### src/rtl/bgr_ctrl_pkg.sv
// Shared types and constants for the bandgap reference sequencer.
// State encoding is fixed because it is exported on debug pins.
package bgr_ctrl_pkg;

   typedef enum logic [2:0] {
      S_OFF    = 3'd0,
      S_KICK   = 3'd1,
      S_SETTLE = 3'd2,
      S_CHECK  = 3'd3,
      S_READY  = 3'd4,
      S_FAULT  = 3'd5
   } bgr_state_e;

   localparam int TRIM_W = 4;
   localparam logic [TRIM_W-1:0] TRIM_RESET = 4'b1000;

   localparam int KICK_CYCLES_DEF   = 16;
   localparam int SETTLE_CYCLES_DEF = 1024;
   localparam int CHECK_CYCLES_DEF  = 256;
   localparam int DEBOUNCE_DEF      = 8;
   localparam int MAX_RETRY_DEF     = 3;

   function automatic int max3(input int a, input int b, input int c);
      int m;
      m = (a > b) ? a : b;
      return (m > c) ? m : c;
   endfunction

endpackage

### src/rtl/sync_2ff.sv
// Two-flop synchronizer for the asynchronous comparator flag.
module sync_2ff (
   input  logic clk,
   input  logic rst_n,
   input  logic d,
   output logic q
);

   logic s1;

   always_ff @(posedge clk or negedge rst_n) begin
      if (!rst_n) begin
         s1 <= 1'b0;
         q  <= 1'b0;
      end else begin
         s1 <= d;
         q  <= s1;
      end
   end

endmodule

### src/rtl/bgr_seq_ctrl.sv
// Bandgap reference power-up sequencer: kick, settle, qualify,
// retry/fault handling and safe application of the trim word.
module bgr_seq_ctrl
   import bgr_ctrl_pkg::*;
#(
   parameter int KICK_CYCLES   = KICK_CYCLES_DEF,
   parameter int SETTLE_CYCLES = SETTLE_CYCLES_DEF,
   parameter int CHECK_CYCLES  = CHECK_CYCLES_DEF,
   parameter int DEBOUNCE      = DEBOUNCE_DEF,
   parameter int MAX_RETRY     = MAX_RETRY_DEF
) (
   input  logic              clk,
   input  logic              rst_n,
   input  logic              en_req,
   input  logic [TRIM_W-1:0] trim_in,
   input  logic              trim_load,
   input  logic              cmp_ok,
   output logic              bgr_en,
   output logic              bgr_start,
   output logic [TRIM_W-1:0] trim_out,
   output logic              ready,
   output logic              fault,
   output logic [2:0]        state
);

   localparam logic [2:0] ST_OFF    = S_OFF;
   localparam logic [2:0] ST_KICK   = S_KICK;
   localparam logic [2:0] ST_SETTLE = S_SETTLE;
   localparam logic [2:0] ST_CHECK  = S_CHECK;
   localparam logic [2:0] ST_READY  = S_READY;
   localparam logic [2:0] ST_FAULT  = S_FAULT;

   localparam int CMAX = max3(KICK_CYCLES, SETTLE_CYCLES, CHECK_CYCLES);
   localparam int CW   = $clog2(CMAX + 1);
   localparam int DW   = $clog2(DEBOUNCE + 1);
   localparam int RW   = $clog2(MAX_RETRY + 1);

   localparam logic [CW-1:0] KICK_LAST   = CW'(KICK_CYCLES - 1);
   localparam logic [CW-1:0] SETTLE_LAST = CW'(SETTLE_CYCLES - 1);
   localparam logic [CW-1:0] CHECK_LAST  = CW'(CHECK_CYCLES - 1);
   localparam logic [DW-1:0] DEB_MAX     = DW'(DEBOUNCE);
   localparam logic [RW-1:0] RETRY_MAX   = RW'(MAX_RETRY);
   localparam logic [RW-1:0] RETRY_LAST  = RW'(MAX_RETRY - 1);

   logic              cmp_s;
   logic [2:0]        state_q, st_n;
   logic [CW-1:0]     cnt_q, cnt_n;
   logic [DW-1:0]     deb_q, deb_n, deb_inc;
   logic [DW-1:0]     loss_q, loss_n, loss_inc;
   logic [RW-1:0]     retry_q, retry_n, retry_inc;
   logic [TRIM_W-1:0] shadow_q, trim_q, trim_n;

   sync_2ff u_sync (
      .clk   (clk),
      .rst_n (rst_n),
      .d     (cmp_ok),
      .q     (cmp_s)
   );

   assign deb_inc   = (deb_q == DEB_MAX) ? deb_q : deb_q + DW'(1);
   assign loss_inc  = (loss_q == DEB_MAX) ? loss_q : loss_q + DW'(1);
   assign retry_inc = (retry_q == RETRY_MAX) ? retry_q : retry_q + RW'(1);

   always_comb begin
      st_n    = state_q;
      cnt_n   = cnt_q;
      deb_n   = '0;
      loss_n  = '0;
      retry_n = retry_q;
      trim_n  = (state_q == ST_OFF) ? shadow_q : trim_q;
      if (!en_req) begin
         st_n    = ST_OFF;
         cnt_n   = '0;
         retry_n = '0;
      end else begin
         case (state_q)
            ST_OFF: begin
               st_n    = ST_KICK;
               cnt_n   = '0;
               retry_n = '0;
            end
            ST_KICK: begin
               if (cnt_q == KICK_LAST) begin
                  st_n  = ST_SETTLE;
                  cnt_n = '0;
               end else begin
                  cnt_n = cnt_q + CW'(1);
               end
            end
            ST_SETTLE: begin
               if (cnt_q == SETTLE_LAST) begin
                  st_n  = ST_CHECK;
                  cnt_n = '0;
               end else begin
                  cnt_n = cnt_q + CW'(1);
               end
            end
            ST_CHECK: begin
               deb_n = cmp_s ? deb_inc : '0;
               // qualification beats a coincident timeout
               if (deb_n == DEB_MAX) begin
                  st_n    = ST_READY;
                  cnt_n   = '0;
                  retry_n = '0;
               end else if (cnt_q == CHECK_LAST) begin
                  cnt_n   = '0;
                  retry_n = retry_inc;
                  st_n    = (retry_inc < RETRY_MAX) ? ST_KICK : ST_FAULT;
               end else begin
                  cnt_n = cnt_q + CW'(1);
               end
            end
            ST_READY: begin
               if (trim_load) begin
                  trim_n = trim_in;
                  st_n   = ST_SETTLE;
                  cnt_n  = '0;
               end else begin
                  loss_n = cmp_s ? '0 : loss_inc;
                  if (loss_n == DEB_MAX) begin
                     retry_n = retry_inc;
                     st_n    = (retry_q == RETRY_LAST) ? ST_FAULT : ST_KICK;
                     cnt_n   = '0;
                  end
               end
            end
            ST_FAULT: st_n = ST_FAULT;
            default: begin
               st_n  = ST_OFF;
               cnt_n = '0;
            end
         endcase
      end
      if (st_n != state_q) begin
         deb_n  = '0;
         loss_n = '0;
      end
   end

   always_ff @(posedge clk or negedge rst_n) begin
      if (!rst_n) begin
         state_q   <= ST_OFF;
         cnt_q     <= '0;
         deb_q     <= '0;
         loss_q    <= '0;
         retry_q   <= '0;
         shadow_q  <= TRIM_RESET;
         trim_q    <= TRIM_RESET;
         bgr_en    <= 1'b0;
         bgr_start <= 1'b0;
         ready     <= 1'b0;
         fault     <= 1'b0;
      end else begin
         state_q   <= st_n;
         cnt_q     <= cnt_n;
         deb_q     <= deb_n;
         loss_q    <= loss_n;
         retry_q   <= retry_n;
         shadow_q  <= trim_load ? trim_in : shadow_q;
         trim_q    <= trim_n;
         bgr_en    <= (st_n == ST_KICK) || (st_n == ST_SETTLE) ||
                      (st_n == ST_CHECK) || (st_n == ST_READY);
         bgr_start <= (st_n == ST_KICK);
         ready     <= (st_n == ST_READY);
         fault     <= (st_n == ST_FAULT);
      end
   end

   assign state    = state_q;
   assign trim_out = trim_q;

endmodule

### config.mk
export PLATFORM = sky130hd
export DESIGN_NAME = bgr_seq_ctrl
export DESIGN_NICKNAME = d
export VERILOG_FILES = /design/src/rtl/bgr_ctrl_pkg.sv /design/src/rtl/sync_2ff.sv /design/src/rtl/bgr_seq_ctrl.sv
export SDC_FILE = /design/constraint.sdc
export NUM_CORES = 1
export LEC_CHECK = 0
export ABC_CLOCK_PERIOD_IN_PS = 2700
export BUFFER_PORTS_ARGS = -buffer_cell sky130_fd_sc_hd__clkbuf_2
export CORE_UTILIZATION = 50
export DETAILED_ROUTE_END_ITERATION = 16
export GPL_TIMING_DRIVEN = 0
export PLACE_DENSITY = 0.81
export SLEW_MARGIN = 20
export SYNTH_ARGS = -nofsm -noshare
export SYNTH_HDL_FRONTEND = slang
export SYNTH_SLANG_ARGS = --single-unit
### constraint.sdc
create_clock -name clk -period 2.7 [get_ports clk]
set_input_delay 0.135 -clock clk [delete_from_list [all_inputs] [get_ports clk]]
set_output_delay 0.135 -clock clk [all_outputs]
set_load 0.05 [all_outputs]
### Word level (Yosys, flattened, before mapping)

Index checks and enable logic that the tools add are counted.

* add/sub/neg operators: 4
* multipliers: 0
* divide/modulo/power cells: 0
* magnitude comparators: 1
* equal/unequal tests: 26
* shifts and indexed selects: 0
* multiplexer cells: 40
* bitwise logic cells: 0
* reductions and logical operators: 6

Operators by type and width (count)
* $mux 11: 7
* $mux 4: 15
* $pmux 11 s5: 1
* $mux 3: 9
* $pmux 3 s6: 1
* $eq 4x4->1 const B: 4
* $eq 3x2->1 const B: 4
* $eq 3x3->1 const B: 4
* $mux 2: 6
* $add 11x1->11 const B: 1
* $eq 11x10->1 const B: 1
* $eq 11x4->1 const B: 1
* $eq 11x8->1 const B: 1
* $add 4x1->4 const B: 2
* $ne 4x4->1 const B: 2
* $eq 3x1->1 const B: 2
* $ne 3x3->1 const B: 2
* $pmux 2 s3: 1
* $eq 2x2->1 const B: 2
* $ne 4x1->1 const B: 1
* $reduce_and 4->1: 1
* $logic_not 3->1: 1
* $logic_or 1x1->1: 3
* $ne 3x3->1: 1
* other kinds (4): 4

* flip-flop bits (word level): 38
* bits in latches: 0
* bits in writable memories: 0
* memory bits (read-only): 0
* bits of input ports: 9
* output and inout port bits: 11
* logic and storage cells: 90
* memories: 0

### Depth between registers and ports, before layout

* depth after elaboration: 12
* mapped depth: 9
* mapped depth without buffers: 8

### By module

Synthesis repeated with hierarchy kept, for this count alone.

* cells, all modules: 218
* area total of the unflattened synthesis: 2205.9 um^2

Modules (own cells, without submodules)
* bgr_seq_ctrl: times used 1, cells each 216, area an instance 2155.8 um^2, sequential area each 903.4 um^2
* sync_2ff: times used 1, cells each 2, area an instance 50.0 um^2, sequential area each 50.0 um^2

### Least setup slack after synthesis

Ideal clock, no wire load.

* kind: register to register
* from: register deb_q[0]
* to: register bgr_en
* setup time: 0.121 ns
* arrival time: 2.148 ns
* required time: 2.579 ns
* slack: 0.431 ns
* stages on the path, launching flop included: 8
* path buffers: 0
* period minus slack after synthesis: 2.269 ns
* cell sequence: dfrtp_1 -> inv_1 -> ha_1 -> a211o_1 -> a221o_1 -> or4_1 -> o211a_2 -> a22o_1

* cells in the longest elaborated chain, start to end: 11
* elaborated cells on any way between the ends: 15
* classes of those cells: add/sub: 1; eq/ne: 6; mux: 5; reduce/logical: 3

Ends and longest elaborated chain
* start, declared: RTL line bgr_seq_ctrl.sv:48 `logic [DW-1:0] deb_q, deb_n, deb_inc;`
* start signal, assigned: RTL line bgr_seq_ctrl.sv:156 `deb_q <= deb_n;`
* $add 4x1->4 or $eq 4x4->1 (tied branches): RTL line bgr_seq_ctrl.sv:60 `assign deb_inc = (deb_q == DEB_MAX) ? deb_q : deb_q + DW'(1);`
* $mux 4 (*): RTL line bgr_seq_ctrl.sv:60
* $mux 4 (*): RTL line bgr_seq_ctrl.sv:99 `deb_n = cmp_s ? deb_inc : '0;`
* $eq 4x4->1 (*): RTL line bgr_seq_ctrl.sv:101 `if (deb_n == DEB_MAX) begin`
* $mux 3 (*): RTL line bgr_seq_ctrl.sv:101
* $pmux 3 s6 (*): RTL line bgr_seq_ctrl.sv:76 `case (state_q)`
* $mux 3 (*): RTL line bgr_seq_ctrl.sv:71 `if (!en_req) begin`
* $eq 3x1->1 or $eq 3x2->1 (tied branches): RTL line bgr_seq_ctrl.sv:161 `bgr_en <= (st_n == ST_KICK) || (st_n == ST_SETTLE) ||`
* $logic_or 1x1->1 (2 in series): RTL line bgr_seq_ctrl.sv:161
* $logic_or 1x1->1 (*): RTL line bgr_seq_ctrl.sv:162 `(st_n == ST_CHECK) || (st_n == ST_READY);`
* end signal, assigned: RTL line bgr_seq_ctrl.sv:161
* end, declared: RTL line bgr_seq_ctrl.sv:18 `output logic bgr_en,`

Mark *: on every way between the ends. The rest lies on a longest branch, timed or not.
A chain may end at the register's enable or synchronous reset.

### Worst setup path after layout

* from: register deb_q[0]
* to: register cnt_q[3]

* cells in the longest elaborated chain, start to end: 7
* elaborated cells on any way between the ends: 8
* classes of those cells: add/sub: 1; eq/ne: 2; mux: 5

Ends and longest elaborated chain
* $add 4x1->4 or $eq 4x4->1 (tied branches): RTL line bgr_seq_ctrl.sv:60
* $mux 4 (*): RTL line bgr_seq_ctrl.sv:60
* $mux 4 (*): RTL line bgr_seq_ctrl.sv:99
* $eq 4x4->1 (*): RTL line bgr_seq_ctrl.sv:101
* $mux 11 (*): RTL line bgr_seq_ctrl.sv:101
* $pmux 11 s5 (*): RTL line bgr_seq_ctrl.sv:76
* $mux 11 (*): RTL line bgr_seq_ctrl.sv:71
* end signal, assigned: RTL line bgr_seq_ctrl.sv:155 `cnt_q <= cnt_n;`
* end, declared: RTL line bgr_seq_ctrl.sv:47 `logic [CW-1:0] cnt_q, cnt_n;`

Marks and branches as above.

==> impl_metrics.json <==
{
  "grt_usage_pct": 21.9,
  "ys.flop_type": "dfrtp_1",
  "ir_drop_mv": 0.407,
  "cts_buffer_depth": 2,
  "worstSkewPairLatency_ns": 0.29,
  "period_needed_ns": 2.59,
  "fmax_mhz": 385,
  "cts_setup_buffers": 0,
  "cts.clk_slew.worst_paths_ns": 0.08,
  "drt_iter0_markers": 120,
  "via_per_inst": 6.02,
  "synth.mux.area_fraction_pct": 4.34,
  "worst_pin_slew_ns": 0.849,
  "grt_pass1_wl_um": 7530,
  "cp.arrival_ns": 2.77,
  "area_delta_synth_final_pct": 11.8,
  "cts_tree": "yes",
  "drt_wl_total_um": 4580,
  "post-dp-hpwl_um": 3330,
  "die_area_mm2": 0.00465,
  "ctsHoldBuffers": 1,
  "synth-simple-area-share_pct": 23.5,
  "fin_crit_sh_pct": 96.1,
  "die_y_um": 68.2,
  "synth_seq_cells": 38,
  "synth_compound_area_share_pct": 19.9,
  "numPortBuffers": 18,
  "num_vias": 1873,
  "met2_length_um": 2030,
  "synth_edf_count": 0,
  "leakagePower_nw": 1.06,
  "pwr_density_cell_mw_per_mm2": 484,
  "final_nets": 274,
  "yosysWarnings": 0,
  "r2r_cells": 8,
  "clock_sinks": 38,
  "synth_top_family_by_area": "simple AND/OR/NAND/NOR gates",
  "diodes": 0,
  "cts-root-buf": "clkbuf_8",
  "ys_seq_area_share_pct": 43.5,
  "hold_slack_ns": -0.0503,
  "avgSynthCellArea_um2": 9.36,
  "outcome": "finished, violations left",
  "syn_area_mm2": 0.00219,
  "top_layer": "met4",
  "io_pins": 20,
  "clock_skew_ns": 0.00645,
  "dp_cells": 302,
  "hold_viol": 36,
  "rows": 23,
  "cp.required_ns": 2.88,
  "layout_commonest_cell": "dfrtp_1",
  "drc": 0,
  "cts-buffers-inserted": 5,
  "crit_fanout": 10,
  "fin_cells": 311,
  "grt_pass1_vias": 1669,
  "dieWidth_um": 68.2,
  "cp-start-kind": "flop",
  "h-tree-depth": 2,
  "setup_tns_ns": 0,
  "synth.distinct_cells": 54,
  "slowest_delay_ns": 0.42,
  "antenna_found_initial": 0,
  "r2r_slack_ns": 0.11,
  "grt_max_degree": 39,
  "cp-end-kind": "flop",
  "synth_adder_area_share_pct": 2.86,
  "rr_startpoint": "deb_q[0]",
  "worstPathCellList": "inv_1 > ha_1 > a211o_1 > a221o_1 > o31ai_2 > a31oi_1 > buf_2 > a221o_1",
  "r2r_end": "cnt_q[3]",
  "final_cell_mix": "dfrtp_1, nor2_1, clkbuf_2",
  "cap_violations": 0,
  "setup_violations": 0,
  "grt_setup_unrepaired": "false",
  "cpMostUsedCell": "a221o_1",
  "synth_nets": 248,
  "min_path_type": "input port to asynchronous set/reset pin",
  "final_antenna_net_count": 0,
  "drive_above_1_share_pct": 16.9,
  "initial_core_util_pct": 53.2,
  "violations": "negative hold slack",
  "synth_xor_area_share_pct": 2.40,
  "relSlewSlack_pct": 43.0,
  "netlist_instances": 234,
  "wire_per_inst_um": 14.7,
  "total_power_mw": 1.18,
  "core_mm2": 0.00412,
  "dr.pass1.iters": 4,
  "async_flop_share_pct": 100,
  "cp_slowest_cell": "dfrtp_1",
  "dr_wl_met3_um": 254,
  "grt_overflow": 0,
  "drv_slew": 0,
  "utilization_pct": 59.5,
  "ctsResizeCount": 0,
  "wirelength_met1_um": 2190,
  "routabilityCongestion": 0.910,
  "crit_type": "flop to flop"
}
[cells by family after synthesis]
logic type	after synthesis
multiplexers	9
AND/OR/NAND/NOR	95
buffers and inverters	19
adder cells (fa/ha/maj)	5
flip-flops	38
AO/OA/AOI/OAI	62
XOR/XNOR	6
[how the worst max path moves through the flow]
stage                        start        to  slack, ns  cells past startpoint
after CTS                 deb_q[0]  cnt_q[3]       0.13                      8
after global routing      deb_q[0]  cnt_q[3]      0.004                      8
after floorplan           deb_q[0]    bgr_en       0.43                      7
final                     deb_q[0]  cnt_q[3]       0.11                      8
after detailed placement  deb_q[0]  cnt_q[9]       0.14                      8
after global placement    deb_q[0]  cnt_q[3]       0.17                      8
[routing by layer]
metal | global-route usage, % | up-vias
li1 | - | 920
met1 | 30.0 | 876
met2 | 33.2 | 65
met3 | 4.17 | 12
met4 | 10.2 | 0
met5 | 0 | -
[sequential cells by signal, indices dropped and copies added (netlist names)]
signal and flops:
shadow_q 4, ready 1, deb_q 4, trim_out 4
state 3, retry_q 2, cnt_q 11, u_sync.s1 1
bgr_en 1, bgr_start 1, fault 1, u_sync.q 1
loss_q 4
[metrics by stage]
step	cell area [µm²]	hold slack (ns)	setup WS, ns
global route	2450	0.0385	0.00378
global placement	2340	0.244	0.174
detailed placement	2340	0.245	0.145
finish	2450	-0.0503	0.105
CTS	2450	0.00913	0.125
floorplan	2190	-0.161	0.431
[report_power, final]
part           leakage (nW)  switching, mW  internal (mW)
logic                 0.519          0.106         0.0477
clock network        0.0472          0.204          0.205
registers             0.499         0.0219          0.600
[cell type report]
class / count / area, µm²
inverters: 10 / 37.5
clock inverters: 2 / 12.5
plain buffers: 9 / 37.5
repair buffers: 19 / 100
fillers: 356 / 1670
multi-input cells: 177 / 1160
clock buffers: 6 / 82.6
well taps: 50 / 62.6
flip-flops and latches: 38 / 953
[cell usage after synthesis (3+ instances only)]
cell      number  area, µm²
buf_2          3       15.0
nor2_1        23       86.3
a221o_1        4       40.0
nand3_1       12       60.1
a22o_1         4       35.0
mux2i_1        5       50.1
o21ai_0        7       35.0
inv_1         10       37.5
and3_1         6       37.5
a31oi_1        9       56.3
or3_1          3       18.8
nor3_1         5       25.0
mux2_2         4       45.0
and2_1         3       18.8
xnor2_1        3       26.3
dfrtp_1       36        901
xor2_1         3       26.3
clkbuf_1       6       22.5
nor2b_1        5       31.3
a21oi_1       16       80.1
nand2b_1       8       50.1
nand2_1       13       48.8
nand4_1        3       18.8
ha_1           5       62.6
[worst max-delay path, delay by kind of cell, from the launching register on]
family	cells	cell delay (ns)
buffers and inverters	2	0.35
adders and majority gates	1	0.25
DFF	1	0.42
AOI/OAI and AO/OA	5	1.45
(Power assumes the default switching activity.)
